<file path="src/rtl/crack_ctl.sv">
// Key-search controller for the ARC4 cracker: walks start/stride key sub-space,
// runs an external arc4 engine per candidate and scans plaintext for readable text.
module crack_ctl #(
  parameter int          KEY_WIDTH = 24,
  parameter logic [7:0]  MIN_CHAR  = 8'h20,
  parameter logic [7:0]  MAX_CHAR  = 8'h7E
) (
  input  logic                 clk,
  input  logic                 rst_n,
  input  logic                 en,
  output logic                 rdy,
  input  logic [KEY_WIDTH-1:0] key_start,
  input  logic [KEY_WIDTH-1:0] key_stride,
  output logic [KEY_WIDTH-1:0] key,
  output logic                 key_valid,
  output logic                 done,
  output logic [KEY_WIDTH-1:0] keys_tried,
  output logic                 a4_en,
  input  logic                 a4_rdy,
  output logic [KEY_WIDTH-1:0] a4_key,
  output logic [7:0]           pt_addr,
  input  logic [7:0]           pt_rddata
);

  localparam logic [2:0] S_IDLE      = 3'd0;
  localparam logic [2:0] S_LAUNCH    = 3'd1;
  localparam logic [2:0] S_WAIT_DROP = 3'd2;
  localparam logic [2:0] S_WAIT_A4   = 3'd3;
  localparam logic [2:0] S_RD_LEN    = 3'd4;
  localparam logic [2:0] S_SCAN      = 3'd5;
  localparam logic [2:0] S_ADVANCE   = 3'd6;

  logic [2:0]           state;
  logic [KEY_WIDTH-1:0] stride;
  logic [7:0]           len;
  logic [7:0]           idx;
  logic [KEY_WIDTH:0]   sum;
  logic [KEY_WIDTH-1:0] tried_inc;
  logic                 byte_ok;

  assign sum       = {1'b0, key} + {1'b0, stride};
  assign tried_inc = (&keys_tried) ? keys_tried : keys_tried + KEY_WIDTH'(1);
  assign byte_ok   = (pt_rddata >= MIN_CHAR) && (pt_rddata <= MAX_CHAR);

  assign rdy    = (state == S_IDLE);
  assign a4_en  = (state == S_LAUNCH) && a4_rdy;
  assign a4_key = key;

  // Address is combinational so the synchronous memory returns byte i while
  // the byte for i-1 is being judged; it is clamped so it never passes len.
  always_comb begin
    pt_addr = 8'd0;
    case (state)
      S_RD_LEN: pt_addr = (pt_rddata != 8'd0) ? 8'd1 : 8'd0;
      S_SCAN:   pt_addr = (idx == len) ? idx : idx + 8'd1;
      default:  pt_addr = 8'd0;
    endcase
  end

  always_ff @(posedge clk or negedge rst_n) begin
    if (!rst_n) begin
      state      <= S_IDLE;
      key        <= '0;
      stride     <= '0;
      len        <= '0;
      idx        <= '0;
      keys_tried <= '0;
      done       <= 1'b0;
      key_valid  <= 1'b0;
    end else begin
      case (state)
        S_IDLE: begin
          if (en) begin
            key        <= key_start;
            stride     <= key_stride;
            done       <= 1'b0;
            key_valid  <= 1'b0;
            keys_tried <= '0;
            state      <= S_LAUNCH;
          end
        end
        S_LAUNCH: begin
          if (a4_rdy) state <= S_WAIT_DROP;
        end
        S_WAIT_DROP: state <= S_WAIT_A4;
        S_WAIT_A4: begin
          if (a4_rdy) state <= S_RD_LEN;
        end
        S_RD_LEN: begin
          len <= pt_rddata;
          idx <= 8'd1;
          if (pt_rddata == 8'd0) begin
            key_valid  <= 1'b1;
            done       <= 1'b1;
            keys_tried <= tried_inc;
            state      <= S_IDLE;
          end else begin
            state <= S_SCAN;
          end
        end
        S_SCAN: begin
          if (!byte_ok) begin
            state <= S_ADVANCE;
          end else if (idx == len) begin
            key_valid  <= 1'b1;
            done       <= 1'b1;
            keys_tried <= tried_inc;
            state      <= S_IDLE;
          end else begin
            idx <= idx + 8'd1;
          end
        end
        S_ADVANCE: begin
          keys_tried <= tried_inc;
          if (sum[KEY_WIDTH] || (stride == '0)) begin
            done      <= 1'b1;
            key_valid <= 1'b0;
            state     <= S_IDLE;
          end else begin
            key   <= sum[KEY_WIDTH-1:0];
            state <= S_LAUNCH;
          end
        end
        default: state <= S_IDLE;
      endcase
    end
  end

endmodule
</file>
<file path="config.mk">
export PLATFORM = sky130hd
export DESIGN_NAME = crack_ctl
export DESIGN_NICKNAME = d
export VERILOG_FILES = /design/src/rtl/crack_ctl.sv
export SDC_FILE = /design/constraint.sdc
export NUM_CORES = 1
export LEC_CHECK = 0
export CORE_MARGIN = 5
export CORE_UTILIZATION = 45
export CTS_CLUSTER_DIAMETER = 60
export DETAILED_ROUTE_END_ITERATION = 8
export GPL_TIMING_DRIVEN = 0
export HOLD_SLACK_MARGIN = 0.03
export PLACE_DENSITY = 0.77
export SETUP_SLACK_MARGIN = 0.5
export SYNTH_ARGS = -nofsm -noshare
export SYNTH_HDL_FRONTEND = slang
export SYNTH_SLANG_ARGS = --single-unit
</file>
<file path="constraint.sdc">
create_clock -name clk -period 2.58 [get_ports clk]
set_input_delay 0.387 -clock clk [delete_from_list [all_inputs] [get_ports clk]]
set_output_delay 0.387 -clock clk [all_outputs]
set_load 0.02 [all_outputs]
</file>
# After elaboration in Yosys (flattened, before gate mapping)
# Index checks and enable logic that the tools add are counted.
totals:
  regBits: 93
  elab_cells: 76
  out_inout_bits: 84
  input_bits: 60
classes:
  mux: 30
  reduce_logical: 17
  n_eq_ne: 16
  order_cmp: 2
  add_sub_neg: 3
op_table:
  columns: ["op", "count"]
  rows:
  - ["$mux 24", 7]
  - ["$pmux 24 s4", 1]
  - ["$pmux 24 s2", 1]
  - ["$pmux 8 s2", 2]
  - ["$add 24x24->25", 1]
  - ["$add 24x1->24 const B", 1]
  - ["$logic_not 24->1", 1]
  - ["$reduce_and 24->1", 1]
  - ["$pmux 3 s7", 1]
  - ["$mux 3", 6]
  - ["$mux 8", 2]
  - ["$ne 2x2->1 const B", 8]
  - ["$eq 3x3->1 const B", 3]
  - ["$add 8x1->8 const B", 1]
  - ["$eq 8x8->1", 1]
  - ["$ge 8x6->1 const B", 1]
  - ["$le 8x7->1 const B", 1]
  - ["$logic_not 8->1", 1]
  - ["$mux 1", 8]
  - ["$pmux 1 s4", 2]
  - ["$reduce_bool 8->1", 1]
  - ["$eq 3x2->1 const B", 2]
  - ["$reduce_and 6->1", 1]
  - ["$reduce_and 5->1", 1]
  - ["10 further kinds", 13]

# Depth between registers and ports, before layout
logic_depth:
  ltp_word: 5
  mapped_depth: 12
  depth_no_buf: 10

# Worst setup path before layout
# OpenSTA, ideal clock, no wires.
synth_path:
  path_type: "flip-flop to flip-flop"
  start: "register key[0], in the netlist a4_key[0]"
  end: "register key[21], in the netlist a4_key[21]"
  arrival_ps: 2710
  path_buffers: 1
  setup_time_ps: 125
  stages_incl_launch_ff: 11
  synth_period_minus_slack_ps: 2835
  path_slack_ps: -255
  required_time_ps: 2455
  cell_sequence: "dfrtp_1 ha_1 fa_1 a211oi_1 nor4_1 o21ai_1 nand4b_1 a31oi_1 or2_1 buf_2 mux2_2"
synth_via:
  elab_chain_cells: 4
  word_cells_on_any_way: 6
  classes_between: "add/sub: 1; eq/ne: 1; mux: 2; reduce/logical: 2"
synth_rtl:
  columns: ["element", "line", "source"]
  rows:
  - ["from (decl)", "14", "output logic [KEY_WIDTH-1:0] key,"]
  - ["from (signal assigned)", "74", "key <= key_start;"]
  - ["from (signal assigned)", "120", "key <= sum[KEY_WIDTH-1:0];"]
  - ["$add 24x24->25 *", "41", "assign sum = {1'b0, key} + {1'b0, stride};"]
  - ["$logic_or 1x1->1", "115", "if (sum[KEY_WIDTH] || (stride == '0)) begin"]
  - ["$ne 2x2->1 (no source line)", null, null]
  - ["$reduce_and 3->1 (no source line)", null, null]
# Mark *: on every way between the ends. The rest lies on a longest branch, timed or not. The select of a mux whose other input is x is not followed.
# A chain may end at the register's enable or synchronous reset.

# Worst setup path after layout
layout_path:
  start: "register key[1], in the netlist a4_key[1]"
  end: "register key[21], in the netlist a4_key[21]"
# Same word-level chain as after synthesis.

==> reports/metrics.yaml <==
pwr:
  p_leak_nw: 3.930
  ir_worst_vdd_v: 0.0006155
  power.total_mw: 12.88
  powerDensity_nw_per_um2: 1384
cts:
  clock-root-buffer: "clkbuf_16"
  cts_sinks: 93
  numCtsBuffers: 9
  clkTransAtPathRegs_ns: 0.07
  htreeDepth: 3
  clk_latency_ns: 0.36
  cts_tree: "yes"
  cts_buffer_depth: 2
die:
  core-area_sq_um: 12670
  pin_count: 144
  die_area_sq_um: 15380
  initial_core_util_pct: 46.17
  chipWidth_microns: 124.0
  rows: 41
  die_h_microns: 124.0
timing:
  setup_ws_ns: -0.1848
  hold_viol_final: 0
  slew_headroom_pct: 54.75
  setup_violations: 29
  rsz0062_at_grt: "true"
  period_minus_slack_ns: 2.765
  slew_viol_final: 0
  period_share_pct: 107.2
  worst_slew_pin_slew_ns: 0.6788
  fmax_mhz: 361.7
  skew_ns: 0.007525
grt:
  grt_overflow: 0
  antenna_found_initial: 0
  track_usage_pct: 23.60
  grt_pass1_wl_microns: 28540
  grt_pass1_vias: 5759
  grt_max_degree: 50
run_status:
  violations: "negative setup slack"
  status: "finished, violations left"
setup_path:
  cp-end-kind: "register"
  required_ns: 2.82
  cp-start-kind: "register"
  path_max_fanout: 5
  cp.arrival_ns: 3.00
  critPathKind: "register to register"
detailed_routing:
  ant_nets: 0
  num_vias: 5747
  wl_microns: 19280
  via_per_inst: 5.668
  drcViolationCount: 0
  wl_per_cell_microns: 19.01
  drtIter0Drc: 424
  dr.pass1.iters: 5
final_layout:
  n_fill_cell: 847
  multi_input_area_sq_um: 3918
  antenna_cells: 0
  seq_area_sq_um: 2349
  finish.utilization_pct: 73.47
  layout.cells.non_filler: 1014
  drive_gt1_share_pct: 33.97
  syn2layout_area_growth_pct: 59.11
  num-nets-final: 924
placement:
  io_buffers: 143
  place_inst: 939
  gp_congestion: 0.9239
  dpl.hpwl_microns: 12430
yosys:
  synth_cell_types: 58
  yosysSeqAreaShare_pct: 39.78
  syn-instance-count: 623
  ys_warn_count: 0
  synth-seq-cells: 93
  synth_area_sq_um: 5851
  synth.avg_cell_area_sq_um: 9.391
  synth_nets: 710
worst_hold_path:
  hold_class: "input port to asynchronous set/reset pin"
job:
  drv_cap: 0
-- worst max-delay path, stage by stage (launching register included) --
cell,delay (ns)
dfrtp_2,0.45
ha_1,0.37
a211oi_4,0.33
o21ai_2,0.15
a21oi_4,0.20
o211ai_2,0.14
a2111oi_4,0.39
nor3_1,0.08
o31a_1,0.28
mux2_4,0.25
-- through the flow --
| stage | instance area [sq um] | setup WS [ns] | TNS, ns | hold WS, ns |
|---|---|---|---|---|
| final | 9309 | -0.1848 | -2.757 | 0.04278 |
| after global routing | 9309 | -0.2893 | -6.043 | 0.09092 |
| after global placement | 7597 | -2.654 | -237.12 | 0.4782 |
| after CTS | 8593 | -0.1527 | -2.745 | 0.06488 |
| after detailed placement | 7622 | -0.5184 | -24.52 | 0.4410 |
| after floorplan | 5951 | -0.004269 | -0.004269 | 0.09141 |
-- report_power, final --
group          internal (mW)  switching (mW)  total [mW]
clock network          0.878           0.602        1.48
logic                   4.41            4.35        8.76
registers               2.00           0.632        2.64
-- flip-flops by register name, summed over array words and instances (netlist names) --
| signal | flops |
|---|---|
| a4_key | 24 |
| done | 1 |
| stride | 24 |
| len | 8 |
| idx | 8 |
| state | 3 |
| keys_tried | 24 |
| key_valid | 1 |
-- Yosys cell counts, drive strengths merged --
cell,instances,area [sq um]
xor2,27,236.5
nor4,11,75.07
a2111oi,2,55.05
mux2,39,439.2
a22oi,1,7.510
or2,4,25.02
o21ai,33,168.9
inv,12,45.04
o31ai,5,37.54
nand4,13,81.33
mux2i,3,30.03
a21oi,41,220.2
a31oi,14,87.58
fa,1,20.02
dfrtp,93,2327
nor2b,5,31.28
nand4b,1,8.760
o2bb2ai,1,8.760
nor3,11,65.06
and4,4,35.03
a211oi,8,65.06
and3,9,56.30
ha,26,325.3
a311oi,2,17.52
a2111o,1,11.26
xnor2,26,227.7
a211o,1,8.760
nand2,56,210.2
a21boi,1,7.510
o21a,2,15.01
nand3b,2,15.01
nand2b,4,25.02
clkbuf,12,45.04
and3b,1,8.760
o31a,2,17.52
a21o,8,60.06
nor2,71,274.0
o211ai,3,27.52
nand3,21,105.1
nor3b,1,7.510
o22ai,3,18.77
o221ai,2,17.52
o21bai,6,48.80
buf,34,230.2
-- metal layers --
layer  track usage [%]  vias up  wire length (microns)
met2             41.40      254                   9642
met3             5.086       59                   1517
met4             9.103        0                    695
met5                 0        -                      0
li1                  -     2652                      -
met1             28.26     2782                   7421
-- cell families (layout without fill, tap and decap cells) --
group | count (synthesis) | in the layout | synth area share, %
AOI/OAI and AO/OA | 136 | 136 | 15.40
DFF | 93 | 93 | 39.78
xor gates and xnor gates | 53 | 53 | 7.934
buffers and inverters | 58 | 277 | 5.475
and+or+nand+nor | 214 | 214 | 17.49
adders and majority gates | 27 | 27 | 5.902
muxes | 42 | 42 | 8.020
-- cell usage in the layout, fill, tap and decap left out, types with 4 or more instances in the layout --
| master | netlist | final |
|---|---|---|
| nand3_2 | 0 | 9 |
| xor2_2 | 0 | 4 |
| nand2b_1 | 4 | 4 |
| nand2_4 | 0 | 5 |
| nor4_1 | 10 | 8 |
| o21bai_1 | 5 | 5 |
| ha_1 | 26 | 21 |
| inv_1 | 11 | 11 |
| o21ai_1 | 11 | 10 |
| nor2b_1 | 5 | 4 |
| nand4_1 | 13 | 13 |
| a21oi_2 | 1 | 10 |
| a211oi_1 | 7 | 5 |
| o21ai_0 | 21 | 16 |
| nor2_2 | 0 | 11 |
| mux2_4 | 0 | 26 |
| nand2_2 | 0 | 5 |
| clkbuf_1 | 12 | 6 |
| buf_8 | 0 | 5 |
| dfrtp_1 | 93 | 76 |
| and3_1 | 9 | 8 |
| nor2_4 | 1 | 10 |
| a31oi_1 | 14 | 12 |
| dfrtp_2 | 0 | 17 |
| xor2_1 | 27 | 23 |
| a21o_1 | 8 | 8 |
| nand2_1 | 56 | 46 |
| mux2_2 | 11 | 10 |
| nor2_1 | 70 | 50 |
| clkdlybuf4s50_1 | 0 | 130 |
| nor3_1 | 9 | 7 |
| a21oi_1 | 39 | 29 |
| clkbuf_16 | 0 | 13 |
| xnor2_1 | 26 | 20 |
| o21ai_2 | 1 | 7 |
| buf_6 | 0 | 30 |
| nand3_1 | 21 | 9 |
| xnor2_2 | 0 | 4 |
| buf_4 | 24 | 60 |
-- repair_timing --
action,4_1_cts,5_1_grt
gates resized for setup,149,116
gates cloned,2,4
setup endpoints to repair,87,91
pin swaps,30,56
buffers inserted,31,22
hold buffers,0,0
-- final timing paths --
kind | slack [ns] | from | to | depth (start not counted)
setup / recovery | -0.18 | a4_key[1] | a4_key[21] | 9
hold / removal | 0.04 | rst_n | a4_key[13] | 1
setup reg to reg | -0.18 | a4_key[1] | a4_key[21] | 9
hold reg to reg | 0.50 | done | done | 1
max in group asynchronous | 1.86 | rst_n | a4_key[6] | 2
min in group clk | 0.46 | pt_rddata[6] | len[6] | 2
-- final cells by class --
class                   count  area share [%]
plain buffers              46           4.247
clock buffers              11           2.608
clock inverters             5          0.9005
inverters                  12          0.4839
multi-input cells         472           42.08
flip-flops and latches     93           25.23
well taps                 172           2.312
repair buffers            203           22.14
Power figures use the tool's default switching activity.
